### src/rtl/opsum_drain_ctrl.sv
// opsum_drain_ctrl: gates PE-array opsum pushes into NUM_CH parallel opsum FIFOs
// and drains them round-robin into GLB through a single arbiter req/grant port.
// Each 16-bit opsum becomes a halfword write. Every channel keeps its own
// address pointer. The push count is exact: no extra push on PUSH->DRAIN.
//
// Optional feature macro: OPSUM_WORD_PACK_EN. When defined, two halfwords on a
// channel are packed into one 32-bit word write, with a single-half flush when
// the FIFO runs dry.
//
// Ports:
//   clk, rst_n          clock, synchronous active-low reset
//   start_i, clear_i    tile start (latches push_num_i/glb_base_addr_i), abort to IDLE
//   push_num_i          pushes required per enabled channel
//   glb_base_addr_i     GLB byte base address
//   ch_mask_i           per-channel enable
//   pe_array_move_i     PE array shifts out an opsum this cycle
//   fifo_empty_i/full_i per-FIFO status
//   fifo_pop_data_i     FIFO heads, channel c at [c*16 +: 16]
//   glb_busy_i          suppresses new requests
//   permit_i            arbiter grant
//   write_req_o         arbiter request
//   fifo_push_o/pop_o   per-FIFO push / one-hot pop
//   glb_write_*_o       GLB write address, byte enables, data
//   push_state_o        state == PUSH
//   done_o              state is IDLE or DONE
module opsum_drain_ctrl #(
  parameter int unsigned NUM_CH     = 4,
  parameter int unsigned DATA_W     = 16,
  parameter int unsigned CNT_W      = 32,
  parameter logic [31:0] CH_STRIDE  = 32'h400,
  parameter int unsigned MAX_GRANTS = 4
) (
  input  logic                     clk,
  input  logic                     rst_n,
  input  logic                     start_i,
  input  logic                     clear_i,
  input  logic [CNT_W-1:0]         push_num_i,
  input  logic [31:0]              glb_base_addr_i,
  input  logic [NUM_CH-1:0]        ch_mask_i,
  input  logic                     pe_array_move_i,
  input  logic [NUM_CH-1:0]        fifo_empty_i,
  input  logic [NUM_CH-1:0]        fifo_full_i,
  input  logic [NUM_CH*DATA_W-1:0] fifo_pop_data_i,
  input  logic                     glb_busy_i,
  input  logic                     permit_i,
  output logic                     write_req_o,
  output logic [NUM_CH-1:0]        fifo_push_o,
  output logic [NUM_CH-1:0]        fifo_pop_o,
  output logic [31:0]              glb_write_addr_o,
  output logic [3:0]               glb_write_web_o,
  output logic [31:0]              glb_write_data_o,
  output logic                     push_state_o,
  output logic                     done_o
);
  localparam int unsigned CH_W  = (NUM_CH > 1) ? $clog2(NUM_CH) : 1;
  localparam int unsigned GC_W  = $clog2(MAX_GRANTS + 1);
  localparam int unsigned PTR_W = 16;

  typedef enum logic [1:0] {IDLE, PUSH, DRAIN, DONE} state_t;

  state_t             state_q, state_d;
  logic [CNT_W-1:0]   push_cnt_q, push_num_q;
  logic [31:0]        base_q;
  logic [PTR_W-1:0]   ptr_q [NUM_CH];
  logic [CH_W-1:0]    rr_ptr_q;
  logic [GC_W-1:0]    grant_cnt_q;

  logic               any_full, all_empty, drain_idle, push_done, push_go;
  logic [NUM_CH-1:0]  cand;
  logic [CH_W-1:0]    sel, scan_idx;
  logic [CH_W:0]      scan_sum;
  logic               sel_valid, fire;
  logic [DATA_W-1:0]  sel_data;
  logic [PTR_W-1:0]   sel_ptr;
  logic [31:0]        sel_addr;

  // Disabled channels never contribute to full/empty decisions.
  assign any_full  = |(fifo_full_i & ch_mask_i);
  assign all_empty = &(fifo_empty_i | ~ch_mask_i);
  assign push_done = (push_cnt_q == push_num_q);
  // push_cnt advances on move cycles even when no channel is enabled.
  assign push_go   = (state_q == PUSH) && pe_array_move_i && !any_full &&
                     (push_cnt_q < push_num_q) && !clear_i;

`ifdef OPSUM_WORD_PACK_EN
  logic [DATA_W-1:0]  hold_q [NUM_CH];
  logic [NUM_CH-1:0]  hold_v_q;
  // A held half on an empty FIFO is a drain candidate (flush). Flushing on any
  // empty FIFO in DRAIN keeps the DRAIN->PUSH return from stalling on a half word.
  assign cand       = ch_mask_i & (~fifo_empty_i | hold_v_q);
  assign drain_idle = all_empty && ((hold_v_q & ch_mask_i) == '0);
`else
  assign cand       = ch_mask_i & ~fifo_empty_i;
  assign drain_idle = all_empty;
`endif

  // Round-robin select: first candidate at or after rr_ptr, cyclic.
  always_comb begin
    sel       = '0;
    sel_valid = 1'b0;
    scan_sum  = '0;
    scan_idx  = '0;
    for (int unsigned k = 0; k < NUM_CH; k++) begin
      scan_sum = {1'b0, rr_ptr_q} + (CH_W+1)'(k);
      if (scan_sum >= (CH_W+1)'(NUM_CH)) scan_sum = scan_sum - (CH_W+1)'(NUM_CH);
      scan_idx = scan_sum[CH_W-1:0];
      if (!sel_valid && cand[scan_idx]) begin
        sel       = scan_idx;
        sel_valid = 1'b1;
      end
    end
  end

  // Head data and pointer of the selected channel.
  always_comb begin
    sel_data = '0;
    sel_ptr  = '0;
    for (int unsigned c = 0; c < NUM_CH; c++) begin
      if (sel == CH_W'(c)) begin
        sel_data = fifo_pop_data_i[c*DATA_W +: DATA_W];
        sel_ptr  = ptr_q[c];
      end
    end
  end

  assign sel_addr     = base_q + (32'(sel) * CH_STRIDE) + 32'(sel_ptr);
  assign write_req_o  = (state_q == DRAIN) && sel_valid && !glb_busy_i &&
                        (grant_cnt_q < GC_W'(MAX_GRANTS)) && !clear_i;
  assign fire         = write_req_o && permit_i;
  assign fifo_push_o  = {NUM_CH{push_go}} & ch_mask_i;
  assign push_state_o = (state_q == PUSH);
  assign done_o       = (state_q == IDLE) || (state_q == DONE);

  // GLB write lane formation and pop strobe.
  always_comb begin
    fifo_pop_o       = '0;
    glb_write_addr_o = sel_addr;
    glb_write_data_o = '0;
    glb_write_web_o  = '0;
`ifdef OPSUM_WORD_PACK_EN
    if (sel_valid) begin
      if (fifo_empty_i[sel]) begin
        glb_write_addr_o = {sel_addr[31:2], 2'b00};
        glb_write_data_o = {16'h0, hold_q[sel]};
        glb_write_web_o  = 4'b0011;
      end else if (!sel_addr[1]) begin
        glb_write_data_o = {16'h0, sel_data};
        glb_write_web_o  = 4'b0000;
      end else if (hold_v_q[sel]) begin
        glb_write_addr_o = {sel_addr[31:2], 2'b00};
        glb_write_data_o = {sel_data, hold_q[sel]};
        glb_write_web_o  = 4'b1111;
      end else begin
        glb_write_data_o = {sel_data, 16'h0};
        glb_write_web_o  = 4'b1100;
      end
    end
    if (fire && !fifo_empty_i[sel]) fifo_pop_o[sel] = 1'b1;
`else
    if (sel_valid) begin
      if (!sel_addr[1]) begin
        glb_write_data_o = {16'h0, sel_data};
        glb_write_web_o  = 4'b0011;
      end else begin
        glb_write_data_o = {sel_data, 16'h0};
        glb_write_web_o  = 4'b1100;
      end
    end
    if (fire) fifo_pop_o[sel] = 1'b1;
`endif
  end

  // State register.
  always_ff @(posedge clk) begin
    if (!rst_n) state_q <= IDLE;
    else        state_q <= state_d;
  end

  // Next-state logic; clear_i overrides everything.
  always_comb begin
    state_d = state_q;
    case (state_q)
      IDLE:    if (start_i) state_d = (push_num_i == '0) ? DONE : PUSH;
      PUSH:    if (any_full || push_done) state_d = DRAIN;
      DRAIN:   if (drain_idle) state_d = push_done ? DONE : PUSH;
      DONE:    state_d = DONE;
      default: state_d = IDLE;
    endcase
    if (clear_i) state_d = IDLE;
  end

  // Counters, pointers and latched tile parameters.
  always_ff @(posedge clk) begin
    if (!rst_n || clear_i) begin
      push_cnt_q  <= '0;
      push_num_q  <= '0;
      base_q      <= '0;
      rr_ptr_q    <= '0;
      grant_cnt_q <= '0;
      for (int unsigned c = 0; c < NUM_CH; c++) ptr_q[c] <= '0;
    end else begin
      if ((state_q == IDLE) && start_i) begin
        push_num_q <= push_num_i;
        base_q     <= glb_base_addr_i;
      end
      if (push_go) push_cnt_q <= push_cnt_q + CNT_W'(1);
      // A capped burst drops req for exactly one cycle, then the count restarts.
      if ((state_q != DRAIN) && (state_d == DRAIN))    grant_cnt_q <= '0;
      else if (fire)                                   grant_cnt_q <= grant_cnt_q + GC_W'(1);
      else if (grant_cnt_q == GC_W'(MAX_GRANTS))       grant_cnt_q <= '0;
      if (fire) begin
        ptr_q[sel] <= ptr_q[sel] + PTR_W'(2);
        rr_ptr_q   <= (sel == CH_W'(NUM_CH - 1)) ? '0 : sel + CH_W'(1);
      end
    end
  end

`ifdef OPSUM_WORD_PACK_EN
  // Low-half hold registers for word packing.
  always_ff @(posedge clk) begin
    if (!rst_n || clear_i) begin
      hold_v_q <= '0;
      for (int unsigned c = 0; c < NUM_CH; c++) hold_q[c] <= '0;
    end else if (fire) begin
      if (fifo_empty_i[sel] || sel_addr[1]) begin
        hold_v_q[sel] <= 1'b0;
      end else begin
        hold_v_q[sel] <= 1'b1;
        hold_q[sel]   <= sel_data;
      end
    end
  end
`endif

endmodule

### config.mk
export PLATFORM = sky130hd
export DESIGN_NAME = opsum_drain_ctrl
export DESIGN_NICKNAME = d
export VERILOG_FILES = /design/src/rtl/opsum_drain_ctrl.sv
export SDC_FILE = /design/constraint.sdc
export NUM_CORES = 1
export LEC_CHECK = 0
export BUFFER_PORTS_ARGS = -buffer_cell sky130_fd_sc_hd__buf_4
export CAP_MARGIN = 40
export CORE_ASPECT_RATIO = 0.7
export CORE_UTILIZATION = 51
export CTS_CLUSTER_SIZE = 28
export DETAILED_ROUTE_END_ITERATION = 6
export GPL_TIMING_DRIVEN = 0
export MAX_ROUTING_LAYER = met4
export PLACE_DENSITY = 0.87
export SYNTH_ARGS = -nofsm -noshare
export SYNTH_HDL_FRONTEND = slang
export SYNTH_SLANG_ARGS = --single-unit
export TNS_END_PERCENT = 30
### constraint.sdc
create_clock -name clk -period 7.6 [get_ports clk]
set_clock_uncertainty 0.15 [all_clocks]
set_input_delay 1.52 -clock clk [delete_from_list [all_inputs] [get_ports clk]]
set_output_delay 1.52 -clock clk [all_outputs]
set_load 0.05 [all_outputs]
==> metrics <==
status=finished with violations; failing checks=negative setup slack; Tmin final=7770 ps; Cell Int Power=about 1700 uW; fmax=129 MHz; CTS H-tree lvls=4; CTS tree=built; post-synthesis sequential area ratio=around 36%; gr usage total=a little under two fifths; cell area after layout=15200 um^2; Crit path top cell by count=buf_6; input/output buffers=225; DPL Wire Length=29.5 mm; Post-Synth XOR/XNOR Area=2.51%; worst skew pair latency=460 ps; I/O pin cnt=226; async set-or-reset flop fraction in the synthesized netlist=0%; RR Startpoint=state_q[0]; pre-CTS WS=-1520 ps; antenna-violating nets left=0; largest family of logic cells by synthesized area=simple AND/OR/NAND/NOR gates; Reg power frac=between 30% and 40%; CP Launch Type=input port; Worst EP arrival=between 6000 and 7000 ps; CP required=5930 ps; Initial DRC Count=approximately 1700; Relative slew margins=38.6%; final non-filler cell total=1988; synth-to-layout area growth=35.7%; Finished Core Util=71.9%; Psw=917 uW; Initial Util=53.0%; layout cells sized above 1=25.0%; routed vias=~13000; reg2reg setup slack=between 3000 and 4000 ps; WS Path Type=in2out; slowest stage cell on the critical path=o31ai_4; clock root buffer=clkbuf_16; mux cell area share after synthesis=roughly 2.5%; WL per Instance=approximately 21 um; number of synthesized flops with an enable pin=64; Combinational Power Share=30.2%; Hold Path Class=reg2reg; complex-gate fraction of the synthesized area=roughly 19%; Hold Path Origin=push_num_q[16]; simple-gate area share of the yosys netlist=25.1%; grt ovf=0; Synth Instances=1413; TritonCTS Buffers=17; Sw Share=35.4%; critical path's largest stage delay=340 ps; Clock Tree Buf Depth=2; cts hold-fix bufs=0; placed cells=1919; antenna cells=0; DR vias/cell=6.35; worst r2r dst=ptr_q[1][15]; worst slew pin tran=914 ps; pin count of the biggest net entering global routing=20; Final #Nets=1924; die area=between 20000 and 25000 um^2; first-pass GRT wire length=between 60 and 70 mm; initial antenna violation count=0; syn_nets=1638; commonest cells after routing, fill and taps aside=249 x buf_4, 223 x nand2_1, 178 x a21oi_1; Yosys Warn Count=0; Hold Path Sink=push_num_q[16]; slack of the critical path=-170 ps; Slew Limit Fails=0; most common cell after layout, fill and taps aside=buf_4; Syn Std Cell Area=~11000 um^2; chip height=126 um; DR pass1 iterations=6; P_leak=about 0.0063 uW; CTS sink cnt=about 170; Worst setup EP type=output pin; global placement routability congestion=1.00; row count=44; Fin. Hold Viols=0; core footprint=21100 um^2; vias in the first global route=11500; Synth Area in Adders=8.94%; Clk pwr share=roughly a third; Max-Cap Viols=0; RSZ-0062 raised after global routing=true; Avg Inst Size Synth=between 7 and 8 um^2; Primary FF master, synth=dfxtp_1; pwr/cell area=171 nW/um^2; worst hold stages=2; FF-to-FF path depth=9; final period utilization=102%; Power, Total=2590 uW; Max IR drop VDD=0.000180 V; Area after DPL=13800 um^2; Yosys cell types=between 70 and 80; Die X=179 um; Crit Path Max Fanout=6; routed wire length=42.3 mm; Final Setup Violations=15; Clock transition at path regs=approximately 70 ps; Synth Register Bits=167; DRC=0
==> metal layers <==
layer  routed length (um)  GRT usage (%)  vias up
met1                17300           51.6     5904
met5                    0              -        -
met3                 5500           9.03      157
li1                     -              -     5623
met4                 1420           13.6        0
met2                18100           52.9      948
==> cell usage after synthesis, drive strengths merged (3+ instances only) <==
master | number | area (um^2)
a211o | 3 | 26.3
o2111ai | 3 | 26.3
a31oi | 5 | 31.3
and4 | 7 | 61.3
o21a | 8 | 60.1
mux2 | 3 | 33.8
a21o | 9 | 67.6
nand4 | 28 | 190
mux2i | 25 | 250
or3 | 5 | 31.3
and2 | 11 | 68.8
clkbuf | 61 | 229
ha | 75 | 938
o31ai | 23 | 178
inv | 75 | 287
a311oi | 4 | 35.0
nand2b | 12 | 75.1
dfxtp | 103 | 2060
edfxtp | 64 | 1920
and3 | 22 | 143
nor2 | 165 | 619
nand2 | 224 | 848
a211oi | 7 | 52.6
xor2 | 14 | 123
nor4 | 17 | 119
xnor2 | 18 | 158
a31o | 4 | 35.0
or4 | 20 | 154
o21ai | 44 | 220
buf | 21 | 141
nand3 | 44 | 225
a21oi | 183 | 916
nor3 | 26 | 130
a22oi | 37 | 315
o211ai | 4 | 30.0
o31a | 3 | 26.3
fa | 3 | 60.1
nor2b | 8 | 50.1
==> repair_timing <==
item	4_1_cts	5_1_grt
setup buffers	31	14
setup endpoints to repair	49	17
gates cloned	5	1
pin swaps	26	34
gates resized for setup	78	44
==> per-stage QoR <==
step                      setup TNS [ps]  hold slack [ps]
after detailed placement          -30340              298
after floorplan                     -791              286
after CTS                          -75.3              307
after global routing               -3420              319
final                              -1660              305
after global placement            -26410              292
==> power groups by stage <==
stage                     Clock, uW  Sequential [uW]  Combinational, uW
after global routing            858              981                820
after global placement            0              996                663
final                           827              980                782
after CTS                       823              977                731
after floorplan                   0              989                440
after detailed placement          0              997                679
==> worst max-delay path: cells and delay by family <==
family / cells / cell delay, ps
buffers and inverters: 7 / 900
xor gates and xnor gates: 1 / 170
and+or+nand+nor: 5 / 640
adders and majority gates: 3 / 700
AOI/OAI and AO/OA: 10 / 2160
==> sequential cells by signal, indices dropped and copies added (netlist names) <==
signal and count:
push_cnt_q 32, grant_cnt_q 3, push_num_q 32, rr_ptr_q 2
ptr_q 64, base_q 32, state_q 2
==> final cells by class <==
cell class | count | area, um^2
sequential | 167 | 3980
inverter | 75 | 294
fill | 1514 | 5930
timing repair buffer | 279 | 2340
clock buffer | 17 | 425
clock inverter | 15 | 116
multi-input combinational | 1089 | 7220
buffer | 70 | 424
tap | 276 | 345
==> worst max-delay path by stage <==
stage                                from              endpoint  cells after the start
after floorplan           fifo_empty_i[0]  glb_write_addr_o[21]                     29
after global placement       ch_mask_i[0]  glb_write_addr_o[28]                     26
after detailed placement  fifo_empty_i[0]  glb_write_addr_o[28]                     25
after CTS                    ch_mask_i[0]  glb_write_addr_o[31]                     28
after global routing      fifo_empty_i[2]  glb_write_addr_o[24]                     26
final                        ch_mask_i[0]  glb_write_addr_o[24]                     26
==> kinds of logic (layout without fill, tap and decap cells) <==
| group | count (synthesis) | after routing |
|---|---|---|
| and+or+nand+nor | 598 | 598 |
| muxes | 28 | 28 |
| AOI/OAI and AO/OA | 353 | 353 |
| adders and majority gates | 78 | 78 |
| buffers and inverters | 157 | 456 |
| xor gates and xnor gates | 32 | 32 |
| DFF | 167 | 167 |
Power figures use the tool's default switching activity.
